## config.mk

```make
export PLATFORM = sky130hd
export DESIGN_NAME = led_scan_ctrl_flat
export DESIGN_NICKNAME = d
export VERILOG_FILES = /design/src/rtl/led_scan_ctrl_if.sv /design/src/rtl/led_scan_ctrl.sv /design/src/flat_wrapper.sv
export SDC_FILE = /design/constraint.sdc
export NUM_CORES = 1
export LEC_CHECK = 0
export BUFFER_PORTS_ARGS = -buffer_cell sky130_fd_sc_hd__buf_2
export CORE_UTILIZATION = 45
export CTS_CLUSTER_SIZE = 28
export DETAILED_ROUTE_END_ITERATION = 12
export HOLD_SLACK_MARGIN = 0.06
export SLEW_MARGIN = 0
export SYNTH_ARGS = -nofsm -noshare
export SYNTH_HDL_FRONTEND = slang
export SYNTH_SLANG_ARGS = --single-unit
```

## constraint.sdc

```tcl
create_clock -name clk -period 7.7 [get_ports clk]
set_input_delay 0.385 -clock clk [delete_from_list [all_inputs] [get_ports clk]]
set_output_delay 0.385 -clock clk [all_outputs]
set_load 0.01 [all_outputs]
```

## src/rtl/led_scan_ctrl_if.sv

```systemverilog
// Bundle between the LED scan controller and its neighbours: the renderer
// handshake, the framebuffer read port and the panel pins.
//   master (scan controller): drives swap_ack, frame_start, fb_sel, fb_addr,
//     r_top, r_bot, sclk, lat, oe_n, row_addr; reads enable, frame_ready, fb_data.
//   slave (renderer/framebuffer/panel side): the mirror image.
interface led_scan_ctrl_if;
    localparam int unsigned ADDR_W = 12;
    localparam int unsigned ROW_W  = 5;

    logic              enable;
    logic              frame_ready;
    logic              swap_ack;
    logic              frame_start;
    logic              fb_sel;
    logic [ADDR_W-1:0] fb_addr;
    logic [1:0]        fb_data;
    logic              r_top;
    logic              r_bot;
    logic              sclk;
    logic              lat;
    logic              oe_n;
    logic [ROW_W-1:0]  row_addr;

    modport master (
        input  enable, frame_ready, fb_data,
        output swap_ack, frame_start, fb_sel, fb_addr,
               r_top, r_bot, sclk, lat, oe_n, row_addr
    );

    modport slave (
        output enable, frame_ready, fb_data,
        input  swap_ack, frame_start, fb_sel, fb_addr,
               r_top, r_bot, sclk, lat, oe_n, row_addr
    );
endinterface

```

## src/rtl/led_scan_ctrl.sv

```systemverilog
// 1/32-scan controller for a 64x64 single-colour LED panel. Each pass reads
// rows r and r+32 from the front framebuffer, shifts 64 columns out, latches
// them and enables the display for DISP_CYCLES clocks. The front/back buffer
// swap is only taken at frame end, so a frame never tears.
// Ports:
//   clk, rst_n  system clock, asynchronous active-low reset
//   bus         led_scan_ctrl_if.master (handshake, framebuffer port, panel pins)
module led_scan_ctrl #(
    parameter int unsigned DISP_CYCLES = 256
) (
    input  logic            clk,
    input  logic            rst_n,
    led_scan_ctrl_if.master bus
);
    localparam int unsigned CNT_W        = 12;
    localparam int unsigned ROW_W        = 5;
    localparam int unsigned COL_W        = 6;
    localparam int unsigned ADDR_W       = 12;
    localparam int unsigned SHIFT_CYCLES = 128;
    localparam int unsigned LAST_ROW     = 31;

    typedef enum logic [2:0] {
        IDLE,
        PREFETCH,
        SHIFT,
        BLANK,
        LATCH,
        DISPLAY
    } state_t;

    state_t              state_q, state_d;
    logic [ROW_W-1:0]    row_q, row_d;
    logic [CNT_W-1:0]    cnt_q, cnt_d;
    logic                sel_q, sel_d;
    logic                swap_q, swap_d;
    logic                fs_q, fs_d;
    logic                sclk_q, sclk_d;
    logic                lat_q, lat_d;
    logic                oe_n_q, oe_n_d;
    logic [ROW_W-1:0]    row_addr_q, row_addr_d;
    logic [ADDR_W-1:0]   fb_addr_q, fb_addr_d;
    logic [COL_W-1:0]    col_d;
    logic                top_hold_q, bot_hold_q;
    logic                shift_last, disp_last;

    assign shift_last = (cnt_q == CNT_W'(SHIFT_CYCLES - 1));
    assign disp_last  = (cnt_q == CNT_W'(DISP_CYCLES - 1));

    // Next-state logic and next values of the registered outputs.
    always_comb begin
        state_d    = state_q;
        row_d      = row_q;
        cnt_d      = cnt_q;
        sel_d      = sel_q;
        swap_d     = 1'b0;
        fs_d       = 1'b0;

        case (state_q)
            IDLE: begin
                if (bus.enable) begin
                    state_d = PREFETCH;
                    row_d   = '0;
                    cnt_d   = '0;
                    fs_d    = 1'b1;
                end
            end
            PREFETCH: begin
                state_d = SHIFT;
                cnt_d   = '0;
            end
            SHIFT: begin
                if (shift_last) begin
                    state_d = BLANK;
                    cnt_d   = '0;
                end else begin
                    cnt_d = cnt_q + CNT_W'(1);
                end
            end
            BLANK: begin
                state_d = LATCH;
            end
            LATCH: begin
                state_d = DISPLAY;
                cnt_d   = '0;
            end
            DISPLAY: begin
                if (disp_last) begin
                    cnt_d = '0;
                    if (row_q != ROW_W'(LAST_ROW)) begin
                        state_d = PREFETCH;
                        row_d   = row_q + ROW_W'(1);
                    end else begin
                        // Frame end: the only point where buffers swap or scanning stops.
                        row_d = '0;
                        if (bus.frame_ready) begin
                            sel_d  = ~sel_q;
                            swap_d = 1'b1;
                        end
                        if (bus.enable) begin
                            state_d = PREFETCH;
                            fs_d    = 1'b1;
                        end else begin
                            state_d = IDLE;
                        end
                    end
                end else begin
                    cnt_d = cnt_q + CNT_W'(1);
                end
            end
            default: begin
                state_d = IDLE;
            end
        endcase

        // Address one column ahead on the sclk-high cycle so data lands on the next column's first cycle.
        col_d  = cnt_d[6:1] + COL_W'(cnt_d[0]);
        sclk_d = (state_d == SHIFT) && cnt_d[0];
        lat_d  = (state_d == LATCH);
        oe_n_d = (state_d != DISPLAY);

        row_addr_d = row_addr_q;
        if (state_d == BLANK) begin
            row_addr_d = row_d;
        end else if (state_d == IDLE) begin
            row_addr_d = '0;
        end

        fb_addr_d = fb_addr_q;
        case (state_d)
            IDLE:     fb_addr_d = '0;
            PREFETCH: fb_addr_d = {sel_d, row_d, COL_W'(0)};
            SHIFT:    fb_addr_d = {sel_d, row_d, col_d};
            default:  fb_addr_d = fb_addr_q;
        endcase
    end

    // State, counters and registered outputs.
    always_ff @(posedge clk or negedge rst_n) begin
        if (!rst_n) begin
            state_q    <= IDLE;
            row_q      <= '0;
            cnt_q      <= '0;
            sel_q      <= 1'b0;
            swap_q     <= 1'b0;
            fs_q       <= 1'b0;
            sclk_q     <= 1'b0;
            lat_q      <= 1'b0;
            oe_n_q     <= 1'b1;
            row_addr_q <= '0;
            fb_addr_q  <= '0;
        end else begin
            state_q    <= state_d;
            row_q      <= row_d;
            cnt_q      <= cnt_d;
            sel_q      <= sel_d;
            swap_q     <= swap_d;
            fs_q       <= fs_d;
            sclk_q     <= sclk_d;
            lat_q      <= lat_d;
            oe_n_q     <= oe_n_d;
            row_addr_q <= row_addr_d;
            fb_addr_q  <= fb_addr_d;
        end
    end

    // Read data arrives on a column's first cycle; hold it for the sclk-high cycle.
    always_ff @(posedge clk or negedge rst_n) begin
        if (!rst_n) begin
            top_hold_q <= 1'b0;
            bot_hold_q <= 1'b0;
        end else if ((state_q == SHIFT) && !cnt_q[0]) begin
            top_hold_q <= bus.fb_data[0];
            bot_hold_q <= bus.fb_data[1];
        end
    end

    // Pixel pins pass the read data through on the first cycle of a column
    // (one-cycle RAM latency leaves no slot to register it) and are 0 outside SHIFT.
    assign bus.r_top = (state_q == SHIFT) && (cnt_q[0] ? top_hold_q : bus.fb_data[0]);
    assign bus.r_bot = (state_q == SHIFT) && (cnt_q[0] ? bot_hold_q : bus.fb_data[1]);

    assign bus.swap_ack    = swap_q;
    assign bus.frame_start = fs_q;
    assign bus.fb_sel      = sel_q;
    assign bus.fb_addr     = fb_addr_q;
    assign bus.sclk        = sclk_q;
    assign bus.lat         = lat_q;
    assign bus.oe_n        = oe_n_q;
    assign bus.row_addr    = row_addr_q;
endmodule

```

## src/flat_wrapper.sv

```systemverilog
// flat-port wrapper written by rule: the top's interface ports become plain ports
module led_scan_ctrl_flat 
#(
    parameter int unsigned DISP_CYCLES = 256
)
  (clk, rst_n, bus_enable, bus_frame_ready, bus_fb_data, bus_swap_ack, bus_frame_start, bus_fb_sel, bus_fb_addr, bus_r_top, bus_r_bot, bus_sclk, bus_lat, bus_oe_n, bus_row_addr);
  led_scan_ctrl_if bus_i ();
  input  logic clk;
  input  logic rst_n;
  input wire logic [$bits(bus_i.enable)-1:0] bus_enable;
  input wire logic [$bits(bus_i.frame_ready)-1:0] bus_frame_ready;
  input wire logic [$bits(bus_i.fb_data)-1:0] bus_fb_data;
  output wire logic [$bits(bus_i.swap_ack)-1:0] bus_swap_ack;
  output wire logic [$bits(bus_i.frame_start)-1:0] bus_frame_start;
  output wire logic [$bits(bus_i.fb_sel)-1:0] bus_fb_sel;
  output wire logic [$bits(bus_i.fb_addr)-1:0] bus_fb_addr;
  output wire logic [$bits(bus_i.r_top)-1:0] bus_r_top;
  output wire logic [$bits(bus_i.r_bot)-1:0] bus_r_bot;
  output wire logic [$bits(bus_i.sclk)-1:0] bus_sclk;
  output wire logic [$bits(bus_i.lat)-1:0] bus_lat;
  output wire logic [$bits(bus_i.oe_n)-1:0] bus_oe_n;
  output wire logic [$bits(bus_i.row_addr)-1:0] bus_row_addr;
  assign bus_i.enable = bus_enable;
  assign bus_i.frame_ready = bus_frame_ready;
  assign bus_i.fb_data = bus_fb_data;
  assign bus_swap_ack = bus_i.swap_ack;
  assign bus_frame_start = bus_i.frame_start;
  assign bus_fb_sel = bus_i.fb_sel;
  assign bus_fb_addr = bus_i.fb_addr;
  assign bus_r_top = bus_i.r_top;
  assign bus_r_bot = bus_i.r_bot;
  assign bus_sclk = bus_i.sclk;
  assign bus_lat = bus_i.lat;
  assign bus_oe_n = bus_i.oe_n;
  assign bus_row_addr = bus_i.row_addr;
  led_scan_ctrl #(.DISP_CYCLES(DISP_CYCLES)) u_core (.clk(clk), .rst_n(rst_n), .bus(bus_i));
endmodule
```

==> impl_metrics.toml <==
[status]
status = "completed"

[cells_and_area]
syn_to_final_growth_pct = 11.7
postLayoutCoreUtil_pct = 53.8
fillers = 445
nNetsFinal = 261
final_layout_size_suffix_gt1_share_pct = 19.5
diodes = 0

[yosys]
syn_inst = 223
syn_nets = 234
ys.flop_type = "dfrtp_1"
synth.avg_cell_area_um2 = 10.5
ys_ff_latch = 45
ys_types = 50
synth_edf_count = 0
ys_warn_count = 0
synth_area_um2 = 2330
seq_area_frac_synth_pct = 48.3
async_flop_share_pct = 100

[critical_path]
critPathKind = "reg -> reg"
rrSetupSlack_ns = 4.42
required_ns = 7.89
crit_buf_inv = 0
end_kind = "register"
crit_chain = "ha_1, and4_1, nand4_1, a22oi_4, o21ai_0, ha_1, nor2b_1, a32oi_1, nor4b_4, xor2_1, a22o_1"
worstReg2RegEnd = "u_core.bus.fb_addr[5]"
setup.worst_path.start = "u_core.cnt_q[0]"
start_kind = "register"
path_delay_family = "compound AO/OA/AOI/OAI gates"
r2r_start = "u_core.cnt_q[0]"
path_max_fanout = 10
cpPeakStageDelay_ns = 0.56
critPathSlowestCell = "dfrtp_1"
crit_top_cell = "ha_1"
critical_path_arrival_ns = 3.47
r2r.worst_path.cells = 11

[detailed_routing]
viasPerCell = 5.62
ant_nets = 0
num_vias = 1787
firstDrtPassIters = 4
route.detailed.drc = 0
wl_per_cell_um = 15.8
drt_iter0_markers = 112
drt_wl_total_mm = 5.02

[timing]
hold_violations = 0
worstMarginPinSlew_ns = 0.982
fin_crit_sh_pct = 42.6
clock_skew_ns = 0.00700
fmax_ghz = 0.305
setup_violations = 0
tns_ns = 0
rsz0062_at_grt = "false"
slew_viol_final = 0
finalCriticalPeriod_ns = 3.28
slew_headroom_pct = 34.5

[floorplanning]
die_area_um2 = 5480
coreArea_um2 = 4850
die_y_um = 74.0
core.rowCount = 25
die_w_um = 74.0
io_pins = 31
initial_utilization_pct = 48.2

[power_and_ir_drop]
peakVddDrop_v = 0.0000739
pwr_density_cell_nw_per_um2 = 150
p_int_uw = 303
seqPwrFrac_pct = 60.4
switchingPower_uw = 89.3
pwr-share-comb_pct = 2.1
power_leakage_nw = 1.26
switching_share_pct = 22.8
power.share.clock_pct = 37.6

[clock_tree]
cts_resized = 0
clk_path_buf_depth = 2
cts-root-buf = "clkbuf_8"
clock_latency_ns = 0.30
cts_buffers = 5
cts_tree = "done"
post_cts_buffers = 0
holdBufCountCts = 0
cts_max_level = 2
path_clk_slew_ns = 0.08
clock_sinks = 45

[placement]
hpwl_mm = 3.48
place_congestion = 0.851
portBuffers = 30

[hold_path]
hp-class = "in -> async"

[run]
cap_violations = 0

[grt]
antenna_found_initial = 0
grt_pass1_vias = 1656
track_usage_pct = 20.5
grt-ovfl-total = 0
grt_pass1_wl_mm = 8.30
grt_start_max_net_pins = 46
==> sequential cells by signal (all words and copies together) (netlist names), 3 cells and up <==
| name | flops |
|---|---|
| u_core.bus.fb_addr | 12 |
| u_core.row_q | 5 |
| u_core.state_q | 3 |
| u_core.cnt_q | 12 |
| u_core.bus.row_addr | 5 |
==> power by group through the flow <==
stage / Combinational (mW) / Clock (mW) / Sequential [mW]
floorplan: 0.00160 / 0 / 0.242
global placement: 0.00856 / 0 / 0.242
detailed placement: 0.00867 / 0 / 0.242
CTS: 0.00865 / 0.152 / 0.237
global route: 0.00965 / 0.162 / 0.237
finish: 0.00815 / 0.147 / 0.237
==> cell usage after synthesis, drive strengths merged, types with 5 or more instances <==
master,count,area share [%]
nand2,22,3.5
ha,5,2.7
a21oi,5,1.2
a22o,22,8.3
o21ai,23,5.1
nand3,5,1.1
clkbuf,5,0.80
xor2,5,1.9
buf,5,1.3
dfrtp,44,47
nor4,5,2.3
nand2b,7,1.9
nor2,13,2.1
==> layout make-up <==
cell class / count / area (um2) / share of cell area (%)
multi-input cells: 165 / 1150 / 43.9
clock buffers: 5 / 68.8 / 2.64
inverters: 3 / 11.3 / 0.432
clock inverters: 3 / 21.3 / 0.815
repair buffers: 30 / 150 / 5.76
well taps: 67 / 83.8 / 3.21
flip-flops and latches: 45 / 1130 / 43.2
==> per-stage QoR <==
stage	cells	total power, mW	cell area (um2)	hold slack (ns)	setup WS (ns)
after floorplan	223	0.243	2330	0.0894	5.04
after global placement	310	0.250	2520	0.475	4.57
after detailed placement	310	0.250	2520	0.480	4.50
after CTS	318	0.398	2610	0.276	4.45
after global routing	318	0.409	2610	0.327	4.24
final	318	0.392	2610	0.226	4.42
==> logic make-up after synthesis <==
group | count (synthesis) | share of synthesized area (%)
xor gates and xnor gates | 8 | 3.00
buffers and inverters | 13 | 2.63
DFF | 45 | 48.3
muxes | 5 | 2.25
and+or+nand+nor | 78 | 19.5
adders and majority gates | 5 | 2.68
AOI/OAI and AO/OA | 69 | 21.7
==> worst max path at each step <==
stage          cells after the start                     to
2_1_floorplan                     12  u_core.bus.fb_addr[5]
3_3_place_gp                      11  u_core.bus.fb_addr[5]
3_5_place_dp                      11  u_core.bus.fb_addr[5]
4_1_cts                           11  u_core.bus.fb_addr[5]
5_1_grt                           11  u_core.bus.fb_addr[5]
6_report                          11  u_core.bus.fb_addr[5]
==> placed cells by master (no fill, tap or decap), types with 2 or more instances in the layout <==
master    instances
and3b_1           2
buf_2            30
xor2_1            5
nor3_1            2
xnor2_1           3
a21oi_1           4
dfrtp_1          44
o21ai_1           2
nand3_1           5
nand2b_1          7
o211ai_1          2
inv_1             3
and4_1            3
a211o_1           2
ha_1              5
nor4_1            3
o21ai_0          20
clkbuf_8          5
a31oi_1           4
and3_1            4
a21o_1            3
a22o_1           22
nand2_1          22
nor2_1           13
mux2_2            2
nor2b_1           4
nand4_1           3
mux2i_1           3
==> layer usage <==
layer | part of all wire (%) | global-route usage, %
met3 | 3.4 | 4.20
met2 | 44 | 30.2
met5 | 0 | 0
met4 | 1.4 | 7.48
met1 | 51 | 30.0
(Power assumes the default switching activity.)
